[config.mk]
export PLATFORM = sky130hd
export DESIGN_NAME = morse_symbol_sequencer
export DESIGN_NICKNAME = d
export VERILOG_FILES = /design/src/rtl/morse_pkg.sv /design/src/rtl/morse_sym_fifo.sv /design/src/rtl/morse_symbol_sequencer.sv
export SDC_FILE = /design/constraint.sdc
export NUM_CORES = 1
export LEC_CHECK = 0
export BUFFER_PORTS_ARGS = -buffer_cell sky130_fd_sc_hd__clkbuf_2
export CAP_MARGIN = 10
export CORE_MARGIN = 5
export CORE_UTILIZATION = 60
export DETAILED_ROUTE_END_ITERATION = 10
export PLACE_DENSITY = 0.79
export SETUP_SLACK_MARGIN = 0.05
export SYNTH_ARGS = -nofsm -noshare
export SYNTH_HDL_FRONTEND = slang
export SYNTH_SLANG_ARGS = --single-unit
[constraint.sdc]
create_clock -name mid_clk -period 6.43 [get_ports mid_clk]
set_clock_uncertainty 0.1 [all_clocks]
set_input_delay 1.286 -clock mid_clk [delete_from_list [all_inputs] [get_ports mid_clk]]
set_output_delay 1.286 -clock mid_clk [all_outputs]
set_load 0.02 [all_outputs]
[src/rtl/morse_pkg.sv]
// Shared definitions for the Morse symbol sequencer.
//   sym_code_t  : 2-bit symbol encoding presented on sym_code
//   fsm_state_t : keying FSM state encoding
//   UNIT_W      : width of the dot-unit length input
//   THRESH_W    : width needed to hold 5 * (2^UNIT_W - 1)
package morse_pkg;

  typedef enum logic [1:0] {
    SYM_DOT      = 2'b00,
    SYM_DASH     = 2'b01,
    SYM_CHAR_END = 2'b10,
    SYM_WORD_END = 2'b11
  } sym_code_t;

  typedef enum logic [1:0] {
    ST_IDLE     = 2'b00,
    ST_MARK     = 2'b01,
    ST_SPACE    = 2'b10,
    ST_CHAR_GAP = 2'b11
  } fsm_state_t;

  localparam int UNIT_W   = 8;
  localparam int THRESH_W = UNIT_W + 3;

endpackage

[src/rtl/morse_sym_fifo.sv]
// Synchronous symbol FIFO with count-based full/empty.
//   mid_clk, rst        : clock, synchronous active-high reset
//   push, push_code     : write request and symbol
//   pop_ready           : consumer accepts head when head_valid
//   head_valid          : FIFO not empty
//   head_code           : symbol at the head (00 when empty)
//   drop                : pulse, a push was discarded (full, no pop)
module morse_sym_fifo
  import morse_pkg::*;
#(
  parameter int DEPTH = 4
) (
  input  logic       mid_clk,
  input  logic       rst,
  input  logic       push,
  input  logic [1:0] push_code,
  input  logic       pop_ready,
  output logic       head_valid,
  output logic [1:0] head_code,
  output logic       drop
);

  localparam int PTR_W = (DEPTH > 1) ? $clog2(DEPTH) : 1;
  localparam logic [PTR_W:0] FULL_CNT = (PTR_W + 1)'(DEPTH);

  logic [1:0]       mem_reg [DEPTH];
  logic [PTR_W-1:0] wr_ptr_reg;
  logic [PTR_W-1:0] rd_ptr_reg;
  logic [PTR_W:0]   count_reg;
  logic             empty;
  logic             full;
  logic             pop;
  logic             wr_en;
  logic [DEPTH-1:0] slot_we;

  assign empty = (count_reg == '0);
  assign full  = (count_reg == FULL_CNT);
  assign pop   = ~empty & pop_ready;
  // When full, a simultaneous pop frees the slot the push lands in.
  assign wr_en = push & (~full | pop);
  assign drop  = push & full & ~pop;

  genvar gi;
  generate
    for (gi = 0; gi < DEPTH; gi++) begin : g_slot_we
      assign slot_we[gi] = wr_en && (wr_ptr_reg == PTR_W'(gi));
    end
  endgenerate

  always_ff @(posedge mid_clk) begin
    for (int i = 0; i < DEPTH; i++) begin
      if (slot_we[i]) mem_reg[i] <= push_code;
    end
  end

  always_ff @(posedge mid_clk) begin
    if (rst) begin
      wr_ptr_reg <= '0;
      rd_ptr_reg <= '0;
      count_reg  <= '0;
    end else begin
      if (wr_en) wr_ptr_reg <= wr_ptr_reg + PTR_W'(1);
      if (pop)   rd_ptr_reg <= rd_ptr_reg + PTR_W'(1);
      case ({wr_en, pop})
        2'b10:   count_reg <= count_reg + (PTR_W + 1)'(1);
        2'b01:   count_reg <= count_reg - (PTR_W + 1)'(1);
        default: count_reg <= count_reg;
      endcase
    end
  end

  assign head_valid = ~empty;
  // Storage is not reset, so mask the head while empty.
  assign head_code  = empty ? 2'b00 : mem_reg[rd_ptr_reg];

endmodule

[src/rtl/morse_symbol_sequencer.sv]
// Turns a raw Morse key into a queue of dot/dash/char_end/word_end symbols.
//   mid_clk, rst   : clock, synchronous active-high reset
//   key_in         : raw asynchronous key (1 = pressed)
//   enable         : 0 freezes FSM and duration counter
//   unit_len       : dot unit in cycles (0 treated as 1)
//   sym_valid/sym_ready/sym_code : symbol queue head handshake
//   overflow       : sticky, a symbol was dropped on a full queue
//   busy           : FSM not in IDLE
module morse_symbol_sequencer
  import morse_pkg::*;
#(
  parameter int DEB_CYC    = 3,
  parameter int FIFO_DEPTH = 4,
  parameter int CNT_W      = 12
) (
  input  logic              mid_clk,
  input  logic              rst,
  input  logic              key_in,
  input  logic              enable,
  input  logic [UNIT_W-1:0] unit_len,
  output logic              sym_valid,
  input  logic              sym_ready,
  output logic [1:0]        sym_code,
  output logic              overflow,
  output logic              busy
);

  localparam int DEB_W = $clog2(DEB_CYC + 1);
  localparam logic [DEB_W-1:0] DEB_LAST = DEB_W'(DEB_CYC - 1);
  localparam int CMP_W = (CNT_W > THRESH_W) ? CNT_W : THRESH_W;

  logic             sync1_reg, sync2_reg;
  logic             key_db_reg, key_last_reg;
  logic [DEB_W-1:0] deb_cnt_reg;
  logic [CNT_W-1:0] cnt_reg;
  fsm_state_t       state_reg, state_next;
  logic             overflow_reg;
  logic             key_rise, key_fall;
  logic             push;
  logic [1:0]       push_code;
  logic             drop;

  // Synchronizer and debouncer: key_db follows only after DEB_CYC
  // consecutive synchronized samples disagree with it.
  always_ff @(posedge mid_clk) begin
    if (rst) begin
      sync1_reg   <= 1'b0;
      sync2_reg   <= 1'b0;
      key_db_reg  <= 1'b0;
      deb_cnt_reg <= '0;
    end else begin
      sync1_reg <= key_in;
      sync2_reg <= sync1_reg;
      if (sync2_reg == key_db_reg) begin
        deb_cnt_reg <= '0;
      end else if (deb_cnt_reg == DEB_LAST) begin
        key_db_reg  <= sync2_reg;
        deb_cnt_reg <= '0;
      end else begin
        deb_cnt_reg <= deb_cnt_reg + DEB_W'(1);
      end
    end
  end

  // Edge reference only advances while enabled, so an edge that happens
  // during a freeze is still seen once enable returns.
  assign key_rise = key_db_reg & ~key_last_reg;
  assign key_fall = ~key_db_reg & key_last_reg;

  always_ff @(posedge mid_clk) begin
    if (rst) begin
      key_last_reg <= 1'b0;
      cnt_reg      <= '0;
    end else if (enable) begin
      key_last_reg <= key_db_reg;
      if (key_rise || key_fall)  cnt_reg <= '0;
      else if (cnt_reg != '1)    cnt_reg <= cnt_reg + CNT_W'(1);
    end
  end

  // Thresholds are recomputed every cycle from the live unit_len.
  logic [THRESH_W-1:0] unit_eff, t2, t5;
  logic [CMP_W-1:0]    cnt_ext, t2_ext, t5_ext;

  assign unit_eff = (unit_len == '0) ? THRESH_W'(1) : THRESH_W'(unit_len);
  assign t2       = unit_eff << 1;
  assign t5       = (unit_eff << 2) + unit_eff;
  assign cnt_ext  = CMP_W'(cnt_reg);
  assign t2_ext   = CMP_W'(t2);
  assign t5_ext   = CMP_W'(t5);

  always_ff @(posedge mid_clk) begin
    if (rst) state_reg <= ST_IDLE;
    else     state_reg <= state_next;
  end

  // Each gap threshold fires on the state exit, hence once per gap.
  always_comb begin
    state_next = state_reg;
    push       = 1'b0;
    push_code  = SYM_DOT;
    if (enable) begin
      case (state_reg)
        ST_IDLE: begin
          if (key_rise) state_next = ST_MARK;
        end
        ST_MARK: begin
          if (key_fall) begin
            push       = 1'b1;
            push_code  = (cnt_ext < t2_ext) ? SYM_DOT : SYM_DASH;
            state_next = ST_SPACE;
          end
        end
        ST_SPACE: begin
          if (key_rise) begin
            state_next = ST_MARK;
          end else if (cnt_ext >= t2_ext) begin
            push       = 1'b1;
            push_code  = SYM_CHAR_END;
            state_next = ST_CHAR_GAP;
          end
        end
        ST_CHAR_GAP: begin
          if (key_rise) begin
            state_next = ST_MARK;
          end else if (cnt_ext >= t5_ext) begin
            push       = 1'b1;
            push_code  = SYM_WORD_END;
            state_next = ST_IDLE;
          end
        end
        default: state_next = ST_IDLE;
      endcase
    end
  end

  morse_sym_fifo #(
    .DEPTH(FIFO_DEPTH)
  ) u_fifo (
    .mid_clk   (mid_clk),
    .rst       (rst),
    .push      (push),
    .push_code (push_code),
    .pop_ready (sym_ready),
    .head_valid(sym_valid),
    .head_code (sym_code),
    .drop      (drop)
  );

  always_ff @(posedge mid_clk) begin
    if (rst)       overflow_reg <= 1'b0;
    else if (drop) overflow_reg <= 1'b1;
  end

  assign overflow = overflow_reg;
  assign busy     = (state_reg != ST_IDLE);

endmodule

==> key figures, run 1 <==
Critical path
  • Setup CP Type: primary input to flip-flop
  • Critical path required time: ~6500 ps
  • Startpoint types: primary input
  • Worst Setup End Kind: flip-flop
  • Worst Path Arrival: roughly 5700 ps
  • Crit Path Max Fanout: 12

Logic synthesis
  • Synthesized area: 2571 µm²
  • Count leader, synth: nor2_1
  • Largest family of logic cells by synthesized area: simple AND/OR/NAND/NOR gates
  • Count of cell types in the netlist: 50
  • Post-Synth Simple-Gate Area: 19.37%
  • Synth async-reset ratio: 0%
  • Sequential share of the synthesized area: 32.70%
  • Post-synth EDFFs: 8
  • Post-synthesis mux area share: 4.185%
  • Yosys top cell by area: dfxtp_1
  • Synth top area share: 23.36%
  • Synthesis Warnings: 0
  • Post-synth top cells: nor2_1, ha_1, dfxtp_1
  • Syn_area_per_cell: 9.150 µm²
  • Main synth FF type: dfxtp_1
  • Synth area leaders: dfxtp_1, ha_1, edfxtp_1, nor2_1, xnor2_1
  • Synthesized instance count: 281
  • Synth Register Bits: 38
  • Synth Area in Adders: between 10% and 20%
  • Post-synthesis xor/xnor area fraction: 7.835%
  • Compound-Gate Fraction of Synth Area: 15.52%
  • Mapped Nets: 326

Timing
  • Slew @ Worst Pin: 940.4 ps
  • Slew HR: ~36%
  • Period utilization: 87.27%
  • Final setup violation count: 0
  • Worst hold slack: 309.4 ps
  • Hold Fails Final Rpt: 0
  • RSZ-0062 raised after global routing: no
  • Minimum clock period: 5611 ps
  • Slew Viols, Final: 0
  • FMAX: approximately 180 MHz
  • Fin Setup TNS: 0 ps

Global routing
  • First-pass GRT wire length: between 8000 and 9000 µm
  • Tot GR Track Use: 18.98%
  • Grt total ovfl: 0
  • Initial antenna violation count: 0
  • Vias in the first global route: just under 2,000
  • Largest net degree at the start of global routing: 20

Place
  • PortBufs: 17
  • Placed instance count: 337
  • Dpl cell area: 2678 µm²
  • GPL Wtd Cong: ~0.86
  • DP HPWL: 3732 µm

Clock network
  • H-tree levels: 2
  • Worst-skew pair later-pin latency: 290 ps
  • Longest Clk Path Bufs: 2
  • CTS root buffer: clkbuf_8
  • Post-cts resize count: 0
  • CTS Sinks: 38
  • Clock slew at reported path FFs: 80 ps
  • CTS Buf Count: 5
  • CTS Hold Buffers Added: 0
  • TritonCTS clock tree: built
  • Setup bufs post-CTS: 0

Cells and area
  • Max reg flops: 12
  • Syn-to-layout area delta: 9.489%
  • Layout net count: 339
  • Final instance area: ~2800 µm²
  • Core Util, Final: 68.89%
  • Post-Layout Cell Count: 345
  • Ant diodes: 0
  • Share of cells above drive strength 1: around 14%

Floorplan
  • Overall die height: between 70 and 80 µm
  • Die X: 75.46 µm
  • Core area: 4086 µm²
  • Ports: 18
  • Die area: 5694 µm²
  • Row count: 23
  • Starting density of the core: a little over three fifths

Routing
  • Final routed DRC violation total: 0
  • Initial DRC Count: 87
  • Via Count: 1,948
  • DRT antenna net count: 0
  • Drt pass-1 iters: 4
  • DR WL/cell: between 10 and 15 µm
  • Vias per cell: 5.646
  • Routed wire length: 4768 µm

Outcome
  • Status: completed

Power
  • Sequential Power Share: between 40 and 50%
  • Clk pwr share: 43.8%
  • Leak pwr: 1.186 nW
  • Share of power burned in combinational logic: 12.0%
  • Worst vdd ir: 0.00009028 V
  • Internal: approximately 0.00043 W
  • Switching power: 0.0001276 W
  • Switching share of power: 22.90%
  • Power Density: around 200 nW/µm²

Job
  • Max-cap viol count: 0

Worst hold path
  • Hold Crit Class: flip-flop to flip-flop
metrics by stage:
stage / worst slack, ps / power (W)
4_1_cts: 837.3 / 0.0005616
3_3_place_gp: 677.3 / 0.0003174
6_report: 818.5 / 0.0005570
5_1_grt: 509.2 / 0.0005834
2_1_floorplan: 869.2 / 0.0003040
3_5_place_dp: 557.8 / 0.0003193
cells in the final DEF, fill, tap and decap left out, drive strengths merged, types with 2 or more instances in the layout:
master  synthesis  final
bufinv          0      2
a21o            5      5
o21ai          12     12
nor3            3      3
edfxtp          8      8
a31oi           6      6
mux4            2      2
nand3b          2      2
nand2          20     20
mux2i           4      4
and2            7      7
clkbuf         11     22
ha             31     31
nor2b           5      5
o21a            2      2
nor2           33     33
mux2            2      2
xnor2          13     13
xor2           10     10
inv            20     20
or3             5      5
nand3           6      6
a21oi          15     15
nand4           7      7
nor4            3      3
dfxtp          30     30
cell families (layout without fill, tap and decap cells):
group           after synthesis  in the layout
xor+xnor                     23             23
simple gates                 97             97
compound gates               52             52
buf+inv                      31             45
fa+ha+maj                    32             32
flops                        38             38
mux                           8              8
power by group through the flow:
stage	Clock, W	Combinational [W]	Sequential [W]
after floorplan	0	0.0000525	0.000251
after global placement	0	0.0000656	0.000252
after detailed placement	0	0.0000675	0.000252
after CTS	0.000247	0.0000679	0.000246
after global routing	0.000259	0.0000774	0.000247
final	0.000244	0.0000670	0.000246
critical path, stage by stage:
cell and delay (ps):
clkbuf_2 170, nor4_1 250, a31o_2 220, ha_1 230
ha_1 190, inv_1 40, a21oi_1 120, o22ai_1 120
o21ai_0 180, a21oi_1 110, or3_1 310, ha_1 300
a211o_2 330, o311ai_4 410, nand3_2 210, nor2_1 190
fa_1 220, nor2_1 50, and4_2 230, a31oi_1 190
mux2_1 340
routing by layer:
layer / vias to the layer above / part of all wire (%) / GRT usage [%]
met5: - / 0 / 0
met4: 0 / 1.8 / 7.767
met3: 9 / 5.0 / 3.694
met2: 33 / 48 / 33.08
met1: 895 / 45 / 22.82
li1: 1011 / - / -
final timing paths:
path,from,to,slack (ps),cells past startpoint
worst max register to register,cnt_ext[0],u_fifo.count_reg[2],3010,13
worst min register to register,deb_cnt_reg[0],deb_cnt_reg[0],310,1
worst min-delay path,deb_cnt_reg[0],deb_cnt_reg[0],310,1
worst max-delay path,unit_len[3],u_fifo.count_reg[2],820,21
layout make-up:
type | count | area [µm²]
Inverter | 20 | 75.07
Sequential cell | 38 | 840.8
Clock buffer | 5 | 68.82
Multi-Input combinational cell | 212 | 1614
Timing Repair Buffer | 17 | 85.08
Clock inverter | 3 | 68.82
Fill cell | 325 | 1271
Tap cell | 50 | 62.56
(Power assumes the default switching activity.)
==> inputs of run 2 (changes only) <==
GPL_TIMING_DRIVEN = 0   (was not set)
==> key figures, run 2 (synthesis results as in run 1) <==
Outcome
  • Status: completed (unchanged)

Worst hold path
  • Hold depth: 1 (unchanged)
  • Worst Hold Endpoint: deb_cnt_reg[0] (unchanged)
  • Min-delay src: deb_cnt_reg[0] (unchanged)
  • Hold Crit Class: flip-flop to flip-flop (unchanged)

Floorplan
  • Die area: 5694 µm² (unchanged)
  • Overall die height: 75.46 µm (unchanged)
  • Row count: 23 (unchanged)
  • Core area: 4086 µm² (unchanged)
  • Ports: 18 (unchanged)
  • Starting density of the core: 62.92% (unchanged)
  • Die X: 75.46 µm (unchanged)

Critical path
  • Reg2reg path depth: 13 (unchanged)
  • Setup CP Type: primary input to flip-flop (unchanged)
  • RR Endpoint: u_fifo.count_reg[2] (unchanged)
  • Startpoint types: primary input (unchanged)
  • Worst Setup End Kind: flip-flop (unchanged)
  • Crit Path Max Fanout: 10 (was 12)
  • Flop2flop setup slack: 2970 ps (was 3010 ps)
  • Reg-to-reg critical path startpoint: cnt_ext[0] (unchanged)
  • Worst Path Arrival: 6050 ps (was 5690 ps)
  • Critical path required time: 6510 ps (about the same)

Clock network
  • CTS Hold Buffers Added: 0 (unchanged)
  • TritonCTS clock tree: built (unchanged)
  • H-tree levels: 2 (unchanged)
  • CTS Sinks: 38 (unchanged)
  • Longest Clk Path Bufs: 2 (unchanged)
  • CTS Buf Count: 5 (unchanged)
  • Worst-skew pair later-pin latency: 290 ps (about the same)
  • Clock slew at reported path FFs: 70 ps (was 80 ps)
  • CTS root buffer: clkbuf_8 (unchanged)

Power
  • Worst vdd ir: 0.00008992 V (was 0.00009028 V)
  • Leak pwr: 1.197 nW (was 1.186 nW)
  • Tot Pwr: 0.0005587 W (was 0.0005570 W)
  • Power Density: 195.1 nW/µm² (was 197.9 nW/µm²)

Cells and area
  • Post-Layout Cell Count: 354 (was 345)
  • Layout net count: 348 (was 339)
  • Most frequent cells in the layout: nor2_1, ha_1, dfxtp_1 (unchanged)
  • Commonest non-fill, non-tap cell in the layout: nor2_1 (unchanged)
  • Syn-to-layout area delta: 11.39% (was 9.489%)
  • Fill count: 314 (was 325)
  • Core Util, Final: 70.09% (was 68.89%)
  • Final instance area: 2864 µm² (was 2815 µm²)
  • Ant diodes: 0 (unchanged)
  • Max reg flops: 12 (unchanged)
  • Share of cells above drive strength 1: 13.49% (was 14.24%)

Routing
  • Drt pass-1 iters: 4 (unchanged)
  • DR WL/cell: 14.24 µm (was 13.82 µm)
  • Wire length on met3: 164 µm (was 238 µm)
  • Routed wire length: 5040 µm (was 4768 µm)
  • DR WL met2: 2553 µm (was 2301 µm)
  • Final routed DRC violation total: 0 (unchanged)
  • WL met1: 2254 µm (was 2144 µm)
  • DRT antenna net count: 0 (unchanged)
  • Via Count: 2,026 (was 1,948)
  • Initial DRC Count: 75 (was 87)
  • DR top layer: met4 (unchanged)
  • Vias per cell: 5.723 (was 5.646)

Place
  • Dpl cell area: 2704 µm² (was 2678 µm²)
  • PortBufs: 14 (was 17)
  • DP HPWL: 3880 µm (was 3732 µm)
  • Placed instance count: 345 (was 337)
  • GPL Wtd Cong: 0.8187 (was 0.8577)

Timing
  • RSZ-0062 raised after global routing: no (unchanged)
  • Fin Setup TNS: 0 ps (unchanged)
  • Slew @ Worst Pin: 1063 ps (was 940.4 ps)
  • Hold Fails Final Rpt: 0 (unchanged)
  • Slew Viols, Final: 0 (unchanged)
  • FMAX: 167.4 MHz (was 178.2 MHz)
  • Final setup violation count: 0 (unchanged)
  • Period utilization: 92.90% (was 87.27%)
  • Slew HR: 28.11% (was 36.43%)
  • Minimum clock period: 5973 ps (was 5611 ps)

Global routing
  • Tot GR Track Use: 19.78% (was 18.98%)
  • Largest net degree at the start of global routing: 14 (was 20)
  • First-pass GRT wire length: 8680 µm (was 8328 µm)
  • Grt total ovfl: 0 (unchanged)
  • Initial antenna violation count: 0 (unchanged)
  • Vias in the first global route: 1,955 (was 1,941)

Job
  • Max-cap viol count: 0 (unchanged)
==> run 2: cell count changes in the layout (fill, tap and decap cells not counted) <==
cell and delta:
clkbuf_2 -3, nor4_1 -1, nor4_4 +1, buf_4 +1
clkbuf_1 +11
==> run 2: critical path, stage by stage <==
cell and delay (ps):
clkbuf_2 90, clkbuf_1 220, nor4_2 260, a31o_2 240
ha_1 260, ha_1 200, inv_1 40, a21oi_1 130
o22ai_1 130, o21ai_0 220, a21oi_1 120, or3_1 320
ha_1 300, nand4b_1 220, a21oi_1 140, o311ai_4 400
nand3_2 210, nor2_1 210, fa_1 220, nor2_1 50
and4_2 220, a31oi_1 210, mux2_1 340
==> run 2: metal layers <==
metal	GRT usage (%)	vias up
met1	24.04	954
met5	0	-
met4	5.243	0
li1	-	1033
met3	3.298	8
met2	35.95	31
==> run 2: layout make-up <==
type	count	area (µm²)	area share (%)
Inverter	20	75.07	2.621
Sequential cell	38	840.8	29.36
Buffer	11	41.29	1.442
Clock buffer	5	68.82	2.403
Clock inverter	3	68.82	2.403
Timing Repair Buffer	15	77.57	2.709
Multi-Input combinational cell	212	1629	56.88
Tap cell	50	62.56	2.184
==> run 2: what timing repair did <==
action                                 CTS  global route
resized for setup                        0             2
endpoints found under the hold margin    0             0
setup endpoints to repair                0             1
buffers inserted                         0             1
==> run 2: worst max path at each step <==
stage | from | to | slack [ps] | depth (start not counted)
2_1_floorplan | unit_len[3] | u_fifo.count_reg[2] | 870 | 21
3_3_place_gp | unit_len[3] | u_fifo.count_reg[2] | 270 | 23
3_5_place_dp | unit_len[3] | u_fifo.count_reg[2] | 140 | 23
4_1_cts | unit_len[3] | u_fifo.count_reg[2] | 410 | 23
5_1_grt | unit_len[3] | u_fifo.count_reg[2] | 8 | 23
6_report | unit_len[3] | u_fifo.count_reg[2] | 460 | 23
==> run 2: metrics by stage <==
stage               hold WS [ps]  worst slack (ps)
floorplan                  291.2             869.2
global placement           302.9             266.2
detailed placement         309.2             137.6
CTS                        319.9             411.2
global route               327.5             8.373
finish                     315.7             456.8
==> run 2: report_power, final <==
part / leakage [nW] / switching (W) / internal (W) / total [W]
clock: 0.0683 / 0.0000859 / 0.000155 / 0.000241
combinational: 0.817 / 0.0000403 / 0.0000305 / 0.0000709
sequential: 0.312 / 0.00000211 / 0.000244 / 0.000247
total: 1.20 / 0.000128 / 0.000430 / 0.000559
